--- config.mk ---
export PLATFORM = sky130hd
export DESIGN_NAME = ysyx_22040759_mdu_ctrl
export DESIGN_NICKNAME = d
export VERILOG_FILES = /design/src/rtl/ysyx_22040759_mdu_ctrl_pkg.sv /design/src/rtl/ysyx_22040759_mdu_ctrl_iter.sv /design/src/rtl/ysyx_22040759_mdu_ctrl.sv
export SDC_FILE = /design/constraint.sdc
export NUM_CORES = 2
export LEC_CHECK = 0
export ABC_CLOCK_PERIOD_IN_PS = 8100
export BUFFER_PORTS_ARGS = -buffer_cell sky130_fd_sc_hd__buf_4
export CAP_MARGIN = 20
export CORE_MARGIN = 5
export CORE_UTILIZATION = 43
export CTS_CLUSTER_DIAMETER = 120
export DETAILED_ROUTE_END_ITERATION = 7
export GPL_ROUTABILITY_DRIVEN = 0
export HOLD_SLACK_MARGIN = 0.03
export SLEW_MARGIN = 15
export SYNTH_ARGS = -nofsm -noshare
export SYNTH_HDL_FRONTEND = slang
export SYNTH_HIERARCHICAL = 1
export SYNTH_SLANG_ARGS = --single-unit
export TNS_END_PERCENT = 30
--- constraint.sdc ---
create_clock -name clk -period 8.1 [get_ports clk]
set_clock_uncertainty 0.1 [all_clocks]
set_input_delay 0.405 -clock clk [delete_from_list [all_inputs] [get_ports clk]]
set_output_delay 0.405 -clock clk [all_outputs]
set_load 0.05 [all_outputs]
--- src/rtl/ysyx_22040759_mdu_ctrl_pkg.sv ---
// Op codes, FSM states and decode helpers shared by the RV64M multiply/divide unit.
package ysyx_22040759_mdu_ctrl_pkg;

    localparam logic [3:0] MDU_MUL    = 4'd0;
    localparam logic [3:0] MDU_MULH   = 4'd1;
    localparam logic [3:0] MDU_MULHSU = 4'd2;
    localparam logic [3:0] MDU_MULHU  = 4'd3;
    localparam logic [3:0] MDU_DIV    = 4'd4;
    localparam logic [3:0] MDU_DIVU   = 4'd5;
    localparam logic [3:0] MDU_REM    = 4'd6;
    localparam logic [3:0] MDU_REMU   = 4'd7;
    localparam logic [3:0] MDU_MULW   = 4'd8;
    localparam logic [3:0] MDU_DIVW   = 4'd9;
    localparam logic [3:0] MDU_DIVUW  = 4'd10;
    localparam logic [3:0] MDU_REMW   = 4'd11;
    localparam logic [3:0] MDU_REMUW  = 4'd12;

    typedef enum logic [1:0] {
        IDLE = 2'd0,
        CALC = 2'd1,
        DONE = 2'd2
    } mdu_state_t;

    // Codes above REMUW are executed as a plain mul.
    function automatic logic [3:0] f_legal(input logic [3:0] op);
        return (op > MDU_REMUW) ? MDU_MUL : op;
    endfunction

    function automatic logic f_is_word(input logic [3:0] op);
        return op >= MDU_MULW;
    endfunction

    function automatic logic f_is_div(input logic [3:0] op);
        return (op >= MDU_DIV && op <= MDU_REMU) || (op >= MDU_DIVW && op <= MDU_REMUW);
    endfunction

    function automatic logic f_is_rem(input logic [3:0] op);
        return op == MDU_REM || op == MDU_REMU || op == MDU_REMW || op == MDU_REMUW;
    endfunction

    function automatic logic f_sgn1(input logic [3:0] op);
        return op == MDU_MULH || op == MDU_MULHSU || op == MDU_DIV || op == MDU_REM
            || op == MDU_DIVW || op == MDU_REMW;
    endfunction

    function automatic logic f_sgn2(input logic [3:0] op);
        return op == MDU_MULH || op == MDU_DIV || op == MDU_REM
            || op == MDU_DIVW || op == MDU_REMW;
    endfunction

endpackage

--- src/rtl/ysyx_22040759_mdu_ctrl_iter.sv ---
// One combinational iteration of the shift-add multiplier / restoring divider,
// plus the operand magnitude helpers used when an op is accepted.
module ysyx_22040759_mdu_iter #(
    parameter int XLEN = 64
) (
    input  logic              i_is_div,
    input  logic [2*XLEN-1:0] i_acc,
    input  logic [XLEN-1:0]   i_opnd,
    output logic [2*XLEN-1:0] o_acc,
    input  logic [XLEN-1:0]   i_x1,
    input  logic [XLEN-1:0]   i_x2,
    input  logic              i_neg1,
    input  logic              i_neg2,
    output logic [XLEN-1:0]   o_mag1,
    output logic [XLEN-1:0]   o_mag2
);
    logic [XLEN:0]   w_add;
    logic [XLEN:0]   w_top;
    logic [XLEN-1:0] w_sub;
    logic            w_ge;

    assign o_mag1 = i_neg1 ? -i_x1 : i_x1;
    assign o_mag2 = i_neg2 ? -i_x2 : i_x2;

    // Multiply: acc = {partial product, remaining multiplier bits}, add then shift right.
    assign w_add = {1'b0, i_acc[2*XLEN-1:XLEN]}
                 + (i_acc[0] ? {1'b0, i_opnd} : {(XLEN+1){1'b0}});

    // Divide: the shifted partial remainder needs XLEN+1 bits; the difference always fits XLEN.
    assign w_top = i_acc[2*XLEN-1:XLEN-1];
    assign w_ge  = w_top >= {1'b0, i_opnd};
    assign w_sub = w_top[XLEN-1:0] - i_opnd;

    always_comb begin
        o_acc = {w_add, i_acc[XLEN-1:1]};
        if (i_is_div) begin
            if (w_ge) o_acc = {w_sub, i_acc[XLEN-2:0], 1'b1};
            else      o_acc = {i_acc[2*XLEN-2:0], 1'b0};
        end
    end

endmodule

--- src/rtl/ysyx_22040759_mdu_ctrl.sv ---
// Iterative RV64M multiply/divide unit: IDLE/CALC/DONE sequencer, operand latches,
// iteration counter and final sign fix-up; one operation in flight at a time.
module ysyx_22040759_mdu_ctrl
    import ysyx_22040759_mdu_ctrl_pkg::*;
#(
    parameter int XLEN  = 64,
    parameter int CNT_W = 7
) (
    input  logic            clk,
    input  logic            rst,
    input  logic            in_valid,
    output logic            in_ready,
    input  logic [3:0]      op,
    input  logic [XLEN-1:0] src1,
    input  logic [XLEN-1:0] src2,
    input  logic            flush,
    output logic            out_valid,
    input  logic            out_ready,
    output logic [XLEN-1:0] result,
    output logic            busy
);
    localparam int HALF = XLEN / 2;

    mdu_state_t        r_state, w_state_nxt;
    logic [CNT_W-1:0]  r_cnt;
    logic [3:0]        r_op;
    logic              r_neg;
    logic [XLEN-1:0]   r_opnd;
    logic [2*XLEN-1:0] r_acc;
    logic [XLEN-1:0]   r_result;

    logic [3:0]        w_op;
    logic              w_word, w_div, w_rem, w_sgn1, w_sgn2;
    logic [XLEN-1:0]   w_x1, w_x2, w_mag1, w_mag2, w_min, w_spec_res;
    logic              w_neg1, w_neg2, w_div0, w_ovf, w_special, w_accept;
    logic [2*XLEN-1:0] w_acc_init, w_acc_nxt, w_prod;
    logic              w_r_word, w_r_div, w_r_rem;
    logic [XLEN-1:0]   w_quo, w_rem_v, w_dmag, w_dres, w_fix;

    assign w_op   = f_legal(op);
    assign w_word = f_is_word(w_op);
    assign w_div  = f_is_div(w_op);
    assign w_rem  = f_is_rem(w_op);
    assign w_sgn1 = f_sgn1(w_op);
    assign w_sgn2 = f_sgn2(w_op);

    // W ops see only the low half, sign- or zero-extended to full width.
    assign w_x1 = !w_word ? src1 : w_sgn1 ? {{HALF{src1[HALF-1]}}, src1[HALF-1:0]}
                                          : {{HALF{1'b0}}, src1[HALF-1:0]};
    assign w_x2 = !w_word ? src2 : w_sgn2 ? {{HALF{src2[HALF-1]}}, src2[HALF-1:0]}
                                          : {{HALF{1'b0}}, src2[HALF-1:0]};
    assign w_neg1 = w_sgn1 & w_x1[XLEN-1];
    assign w_neg2 = w_sgn2 & w_x2[XLEN-1];

    assign w_min = w_word ? {{(HALF+1){1'b1}}, {(HALF-1){1'b0}}} : {1'b1, {(XLEN-1){1'b0}}};
    assign w_div0    = w_div && (w_x2 == '0);
    assign w_ovf     = w_div && w_sgn1 && (w_x1 == w_min) && (w_x2 == '1);
    assign w_special = w_div0 | w_ovf;
    assign w_spec_res = w_rem ? (w_div0 ? (w_word ? {{HALF{src1[HALF-1]}}, src1[HALF-1:0]} : src1)
                                        : '0)
                              : (w_div0 ? '1 : w_x1);

    // W divides start with the dividend at the top of the low half so 32 steps consume it.
    assign w_acc_init = !w_div ? {{XLEN{1'b0}}, w_mag2}
                      : w_word ? {{XLEN{1'b0}}, w_mag1[HALF-1:0], {HALF{1'b0}}}
                               : {{XLEN{1'b0}}, w_mag1};

    assign in_ready  = rst && (r_state == IDLE) && !flush;
    assign w_accept  = in_valid && in_ready;
    assign out_valid = (r_state == DONE);
    assign busy      = (r_state != IDLE);
    assign result    = r_result;

    assign w_r_word = f_is_word(r_op);
    assign w_r_div  = f_is_div(r_op);
    assign w_r_rem  = f_is_rem(r_op);

    ysyx_22040759_mdu_iter #(.XLEN(XLEN)) u_iter (
        .i_is_div (w_r_div),
        .i_acc    (r_acc),
        .i_opnd   (r_opnd),
        .o_acc    (w_acc_nxt),
        .i_x1     (w_x1),
        .i_x2     (w_x2),
        .i_neg1   (w_neg1),
        .i_neg2   (w_neg2),
        .o_mag1   (w_mag1),
        .o_mag2   (w_mag2)
    );

    assign w_prod  = r_neg ? -w_acc_nxt : w_acc_nxt;
    assign w_quo   = w_r_word ? {{HALF{1'b0}}, w_acc_nxt[HALF-1:0]} : w_acc_nxt[XLEN-1:0];
    assign w_rem_v = w_r_word ? {{HALF{1'b0}}, w_acc_nxt[XLEN+HALF-1:XLEN]}
                              : w_acc_nxt[2*XLEN-1:XLEN];
    assign w_dmag  = w_r_rem ? w_rem_v : w_quo;
    assign w_dres  = r_neg ? -w_dmag : w_dmag;

    always_comb begin
        w_fix = w_dres;
        case (r_op)
            MDU_MUL:                         w_fix = w_prod[XLEN-1:0];
            MDU_MULH, MDU_MULHSU, MDU_MULHU: w_fix = w_prod[2*XLEN-1:XLEN];
            MDU_MULW:                        w_fix = {{HALF{w_acc_nxt[XLEN-1]}}, w_acc_nxt[XLEN-1:HALF]};
            MDU_DIVW, MDU_DIVUW, MDU_REMW, MDU_REMUW:
                                             w_fix = {{HALF{w_dres[HALF-1]}}, w_dres[HALF-1:0]};
            default:                         w_fix = w_dres;
        endcase
    end

    always_ff @(posedge clk) begin
        if (!rst) r_state <= IDLE;
        else      r_state <= w_state_nxt;
    end

    always_comb begin
        w_state_nxt = r_state;
        case (r_state)
            IDLE:    if (w_accept) w_state_nxt = w_special ? DONE : CALC;
            CALC:    if (r_cnt == '0) w_state_nxt = DONE;
            DONE:    if (out_ready) w_state_nxt = IDLE;
            default: w_state_nxt = IDLE;
        endcase
        if (flush) w_state_nxt = IDLE;
    end

    always_ff @(posedge clk) begin
        if (!rst) begin
            r_cnt    <= '0;
            r_result <= '0;
        end else if (w_accept) begin
            r_cnt <= w_word ? CNT_W'(HALF - 1) : CNT_W'(XLEN - 1);
            if (w_special) r_result <= w_spec_res;
        end else if (r_state == CALC) begin
            if (r_cnt != '0) r_cnt <= r_cnt - 1'b1;
            else if (!flush) r_result <= w_fix;
        end
    end

    // Operand latches and accumulator: don't-care until the next accept, so no reset.
    always_ff @(posedge clk) begin
        if (w_accept) begin
            r_op   <= w_op;
            r_neg  <= w_rem ? w_neg1 : (w_neg1 ^ w_neg2);
            r_opnd <= w_div ? w_mag2 : w_mag1;
            r_acc  <= w_acc_init;
        end else if (r_state == CALC) begin
            r_acc <= w_acc_nxt;
        end
    end

endmodule

* Yosys cells after proc, flatten, opt, wreduce, memory -nomap -nowiden
Index checks and enable logic that the tools add are counted.
** Storage, ports and cells
- Register bits :: 270
** Operators by class
- Reduce and logical (&&, ||, !) cells :: 43
- $lt $le $gt $ge :: 12
- Bitwise logic cells :: 5
- Muxes and demuxes :: 41
- $add $sub $neg :: 7
- Equal/unequal tests :: 28
** Operators with widths (count)
- 64-bit 2-to-1 mux :: 23
- 128-bit 2-to-1 mux :: 5
- 64-bit case mux with 4 select lines :: 1
- 64-bit negation :: 3
- 128-bit negation :: 1
- 64-bit by 65-bit adder with 65-bit output :: 1
- 65-bit by 64-bit greater-or-equal comparator with 1-bit output :: 1
- 64-bit equality test :: 1
- 64-bit equality test, second input constant :: 1
- 64-bit logical NOT :: 1
- 64-bit subtractor :: 1
- 63-bit 2-to-1 mux :: 1
- 4-bit equality test, second input constant :: 8
- 7-bit 2-to-1 mux :: 3
- 4-bit by 3-bit equality test with 1-bit output, second input constant :: 5
- 1-bit logical OR :: 17
- 4-bit greater-or-equal comparator, second input constant :: 4
- 4-bit by 2-bit equality test with 1-bit output, second input constant :: 3
- 1-bit logical AND :: 11
- 4-bit by 1-bit equality test with 1-bit output, second input constant :: 2
- 4-bit by 3-bit greater-or-equal comparator with 1-bit output, second input constant :: 2
- 4-bit by 3-bit <= comparator with 1-bit output, second input constant :: 2
- 4-bit <= comparator, second input constant :: 2
- 2-bit 2-to-1 mux :: 4
- 26 further kinds :: 33

* Longest topological paths before layout
- Depth in word-level cells :: 17
- Gate-level depth with buffers :: 30
- Depth with buffers taken out :: 25

* Hierarchy
The synthesis kept the hierarchy.
** By module, submodules not included
- ysyx_22040759_mdu_ctrl :: cells each 2641, instances 1, area each 21717.1 µm²
- ysyx_22040759_mdu_iter :: cells each 1883, instances 1, area each 12569.6 µm²

* Worst setup path after synthesis
Ideal clock, no wire load.
- Path kind :: reg2reg
- Start :: reg r_acc[103]
- End :: reg r_result[50], in the netlist result[50]
- Path buffers :: 5
- Cell stages (with the launch flop) :: 26
- Arrival :: 6.492 ns
- Path slack :: 1.388 ns
- Required time :: 7.879 ns
- Period minus slack after synthesis :: 6.712 ns
- Cells stage by stage :: edfxtp_1 > ha_1 > clkbuf_1 > and2_1 > clkbuf_1 > nand3_1 > or4_1 > a211o_1 > o211a_1 > o31a_1 > o21ai_1 > clkbuf_1 > buf_1 > mux2i_1 > o21ai_0 > buf_6 > or4_4 > or4_4 > or4b_1 > or3_1 > or4_4 > o31ai_4 > xor2_1 > o22ai_1 > nor2_1 > o21ai_1
** On the way
- Word-level cells in the longest chain between the ends :: 12
** Ends and longest elaborated chain
- from (decl) :: RTL line ysyx_22040759_mdu_ctrl.sv:29 : logic [2*XLEN-1:0] r_acc;
- from (signal assigned) :: RTL line ysyx_22040759_mdu_ctrl.sv:145 : r_acc <= w_acc_init;
- from (signal assigned) :: RTL line ysyx_22040759_mdu_ctrl.sv:147 : r_acc <= w_acc_nxt;
- 65-bit by 64-bit greater-or-equal comparator with 1-bit output (*) :: RTL line ysyx_22040759_mdu_ctrl_iter.sv:31 : assign w_ge = w_top >= {1'b0, i_opnd};
- 128-bit 2-to-1 mux (*) :: RTL line ysyx_22040759_mdu_ctrl_iter.sv:37 : if (w_ge) o_acc = {w_sub, i_acc[XLEN-2:0], 1'b1};
- 128-bit 2-to-1 mux (*) :: RTL line ysyx_22040759_mdu_ctrl_iter.sv:36 : if (i_is_div) begin
- via w_acc_nxt[80] :: RTL line ysyx_22040759_mdu_ctrl.sv:36 : logic [2*XLEN-1:0] w_acc_init, w_acc_nxt, w_prod;
- 64-bit 2-to-1 mux :: RTL line ysyx_22040759_mdu_ctrl.sv:93 : assign w_rem_v = w_r_word ? {{HALF{1'b0}}, w_acc_nxt[XLEN+HALF-1:XLEN]}
- 64-bit 2-to-1 mux :: RTL line ysyx_22040759_mdu_ctrl.sv:95 : assign w_dmag = w_r_rem ? w_rem_v : w_quo;
- 64-bit negation :: RTL line ysyx_22040759_mdu_ctrl.sv:96 : assign w_dres = r_neg ? -w_dmag : w_dmag;
- 64-bit 2-to-1 mux :: RTL line ysyx_22040759_mdu_ctrl.sv:96
- 64-bit case mux with 4 select lines (*) :: RTL line ysyx_22040759_mdu_ctrl.sv:100 : case (r_op)
- 64-bit 2-to-1 mux (*) :: RTL line ysyx_22040759_mdu_ctrl.sv:135 : else if (!flush) r_result <= w_fix;
- 64-bit 2-to-1 mux (*) :: RTL line ysyx_22040759_mdu_ctrl.sv:134 : if (r_cnt != '0) r_cnt <= r_cnt - 1'b1;
- 64-bit 2-to-1 mux (*) :: RTL line ysyx_22040759_mdu_ctrl.sv:133 : end else if (r_state == CALC) begin
- 64-bit 2-to-1 mux (*) :: RTL line ysyx_22040759_mdu_ctrl.sv:130 : end else if (w_accept) begin
- to (signal assigned) :: RTL line ysyx_22040759_mdu_ctrl.sv:132 : if (w_special) r_result <= w_spec_res;
- to (signal assigned) :: RTL line ysyx_22040759_mdu_ctrl.sv:135
- to (decl) :: RTL line ysyx_22040759_mdu_ctrl.sv:30 : logic [XLEN-1:0] r_result;
The timed path passes the listed nets; every way through them passes the cells marked *. The select of a mux whose other input is x is not followed.
A chain may end at the register's enable or synchronous reset.

* Worst setup path after layout
- Start :: reg r_acc[73]
- End :: reg r_result[51], in the netlist result[51]
Same word-level chain as after synthesis.

==> results.sh <==
export IMPL_outcome="finished, final reports clean"
export IMPL_synth_edf_count=197
export IMPL_rsz0062_at_grt="no"
export IMPL_drive_gt1_frac=0.136
export IMPL_yosys_most_used_dff="edfxtp_1"
export IMPL_critPathMaxStageDelay_ps=640
export IMPL_cp_top_family="compound AO/OA/AOI/OAI gates"
export IMPL_synthDistinctLibCells=104
export IMPL_pwr_share_comb=0.488
export IMPL_area_growth_pct=10.7
export IMPL_track_usage=0.344
export IMPL_critPathMaxFanout=23
export IMPL_vias=37400
export IMPL_routed_via_density=6.69
export IMPL_p_clk_frac=0.255
export IMPL_slowest_stage="o21ai_4"
export IMPL_wl_per_cell_um=27.9
export IMPL_port_buffers=203
export IMPL_power_mw=6.69
export IMPL_setup_viol=0
export IMPL_tightest_slew_ps=1190
export IMPL_drc=0
export IMPL_slew_violations=0
export IMPL_clk_pin_slew_worst_paths_ps=60
export IMPL_route_met2_wl_mm=63.9
export IMPL_synth_nets=4797
export IMPL_cts_setup_buffers=0
export IMPL_p_per_area_nw_per_um2=176
export IMPL_internal_power_mw=3.78
export IMPL_power_switching_mw=2.91
export IMPL_gr_total_overflow=0
export IMPL_vdd_drop_max_mv=0.157
export IMPL_path_class="flop to flop"
export IMPL_drt_total_wl_mm=156
export IMPL_antenna_found_initial=9
export IMPL_n_fill_cell=7834
export IMPL_crit_chain="ha_1 -> nand4_1 -> or3_1 -> a31oi_1 -> o211ai_1 -> a211o_1 -> o211a_1 -> o31a_1 -> o21ai_4 -> buf_4 -> mux2i_1 -> o21ai_0 -> nor4bb_1 -> o21ai_0 -> o211ai_2 -> nand4_1 -> nor3_2 -> nand3_2 -> o41ai_2 -> xnor2_1 -> a2111oi_0 -> a2111oi_1"
export IMPL_min_period_over_period=0.953
export IMPL_relSlewSlack=0.201
export IMPL_dieWidth_um=292
export IMPL_min_period_ps=7720
export IMPL_critPathRequiredTime_ps=8410
export IMPL_crit_cells=22
export IMPL_dp_hpwl_mm=120
export IMPL_synth_warnings=6
export IMPL_p_sw_frac=0.434
export IMPL_cp_arrival_ps=8030
export IMPL_met3_length_mm=18.9
export IMPL_grt_pass1_vias=34600
export IMPL_leakagePower_nw=14.2
export IMPL_postSynthCellCount=4524
export IMPL_grt_max_degree=171
export IMPL_fin_nets=4777
export IMPL_critPathLaunchType="flop"
export IMPL_top_layer="met5"
export IMPL_synthArstFlopShare=0
export IMPL_seq_area_frac_synth=0.215
export IMPL_cts_path_max_buffers=3
export IMPL_io_pins=204
export IMPL_ctsHoldBuffers=1
export IMPL_grt_pass1_wl_mm=226
export IMPL_clock_sinks=270
export IMPL_dieArea_um2=85500
export IMPL_clockRootBuffer="clkbuf_16"
export IMPL_end_kind="flop"
export IMPL_hold_viol=0
export IMPL_die_h_um=292
export IMPL_clk_latency_ps=580
export IMPL_final_area_um2=38000
export IMPL_max_freq_mhz=130
export IMPL_syn_area_um2=34300
export IMPL_firstDrtPassIters=8
export IMPL_drv_cap=0
export IMPL_synth_avg_cell_area_um2=7.58
export IMPL_cts_tree="built"
export IMPL_yosys_register_bits=270
export IMPL_initial_core_util=0.434
export IMPL_setup_tns_ps=0
export IMPL_met1_length_mm=62.1
export IMPL_drtAntennaViolNets=0
export IMPL_power_frac_seq=0.257
export IMPL_place_area_um2=36700
export IMPL_cts_htree_levels=2
export IMPL_fp_row_count=103
export IMPL_cts_buffers_inserted=35
export IMPL_cp_num_buf_inv=1
export IMPL_ff2ff_path_depth=22
export IMPL_coreArea_um2=79000
export IMPL_whs_path_depth=3
export IMPL_hold_class="primary input to flop"
export IMPL_post_cts_resized=0
export IMPL_drt_initial_drc_count=5800
==> worst paths after layout <==
kind | startpoint | end | slack (ps)
setup reg to reg | r_acc[73] | result[51] | 380
hold / removal | flush | r_state[1] | 110
setup / recovery | r_acc[73] | result[51] | 380
hold reg to reg | r_state[1] | r_state[0] | 360
==> power by group through the flow <==
stage	Sequential (mW)	Clock [mW]	Combinational, mW
4_1_cts	1.72	1.71	3.11
3_5_place_dp	1.74	0	3.09
3_3_place_gp	1.74	0	3.09
5_1_grt	1.73	1.76	3.43
2_1_floorplan	1.75	0	2.02
6_report	1.72	1.70	3.26
==> placed cells by master (no fill, tap or decap), types with 24 or more instances in the layout <==
master and n:
nand2_1 467, a21oi_1 377, o21ai_0 326, buf_4 321, xnor2_1 302, nor2_1 278
edfxtp_1 197, a21o_1 147, and2_1 144, mux2_2 138, ha_1 134, inv_1 132
xor2_1 118, nand4_1 89, o31ai_1 88, nor3_1 86, nand3_1 81, a221oi_1 76
o22ai_1 75, dfxtp_1 73, nor4_1 67, or3_1 55, mux2i_1 53, o211ai_1 45
or4_1 44, a31oi_1 42, clkbuf_16 36, o32ai_1 34, a221o_1 34, o41ai_1 31
a211oi_1 27, o21bai_1 27, o221ai_1 25, or2_2 24, and3_1 24
==> Yosys cell counts, types with 25 or more instances <==
master / count / area, um2
mux2_2: 138 / 1550
and2_1: 145 / 907
xor2_1: 119 / 1040
a31oi_1: 42 / 263
nor4_1: 67 / 419
o21bai_1: 27 / 203
buf_1: 45 / 169
o211ai_1: 45 / 338
or4_1: 44 / 330
clkbuf_1: 307 / 1150
or3_1: 55 / 344
nand2_1: 470 / 1760
nand4_1: 89 / 557
ha_1: 134 / 1680
a221o_1: 34 / 340
o21ai_0: 329 / 1650
mux2i_1: 53 / 531
o32ai_1: 34 / 298
o41ai_1: 31 / 272
o31ai_1: 90 / 676
a211oi_1: 27 / 203
nor2_1: 279 / 1050
o221ai_1: 25 / 219
o22ai_1: 75 / 469
nor3_1: 88 / 440
xnor2_1: 303 / 2650
edfxtp_1: 197 / 5920
inv_1: 132 / 495
a221oi_1: 76 / 666
a21o_1: 148 / 1110
nand3_1: 81 / 405
a21oi_1: 380 / 1900
dfxtp_1: 73 / 1460
==> logic make-up after synthesis <==
family,after synthesis,synth area share
XOR/XNOR,422,0.108
AO/OA/AOI/OAI,1510,0.290
buffers and inverters,522,0.0596
AND/OR/NAND/NOR,1471,0.216
adder cells (fa/ha/maj),137,0.0504
multiplexers,192,0.0611
flip-flops,270,0.215
==> flip-flops by register name, summed over array words and instances, names as in the netlist <==
register and count:
r_acc 128, r_opnd 64, result 64, r_cnt 7
r_op 4, r_state 2, r_neg 1
==> tightest hold or removal path: cells and delay by family <==
family	cells	cell delay (ps)
AO/OA/AOI/OAI	1	50
buffers and inverters	1	120
AND/OR/NAND/NOR	1	150
==> layout make-up <==
class                   instances  area, um2  area share
diodes                          7       17.5    0.000462
clock buffers                  47        972      0.0256
inverters                     136        515      0.0136
multi-input cells            3732      25000       0.659
repair buffers                329       2530      0.0667
flip-flops and latches        270       7380       0.194
well taps                    1050       1310      0.0346
clock inverters                17        231     0.00610
==> layer usage <==
layer	up-vias	GRT usage
li1	16800	-
met1	17600	0.456
met2	2452	0.506
met3	512	0.0959
met4	6	0.189
met5	-	0
==> through the flow <==
stage	hold slack [ps]	std cells	setup slack (ps)	utilization
after detailed placement	341	5513	554	0.464
after floorplan	320	4524	1390	-
after global placement	345	5512	690	0.464
after CTS	93.9	5578	555	0.480
final	110	5588	381	0.480
after global routing	141	5581	67.1	0.480
No activity file was read; power rests on OpenSTA's default activity.
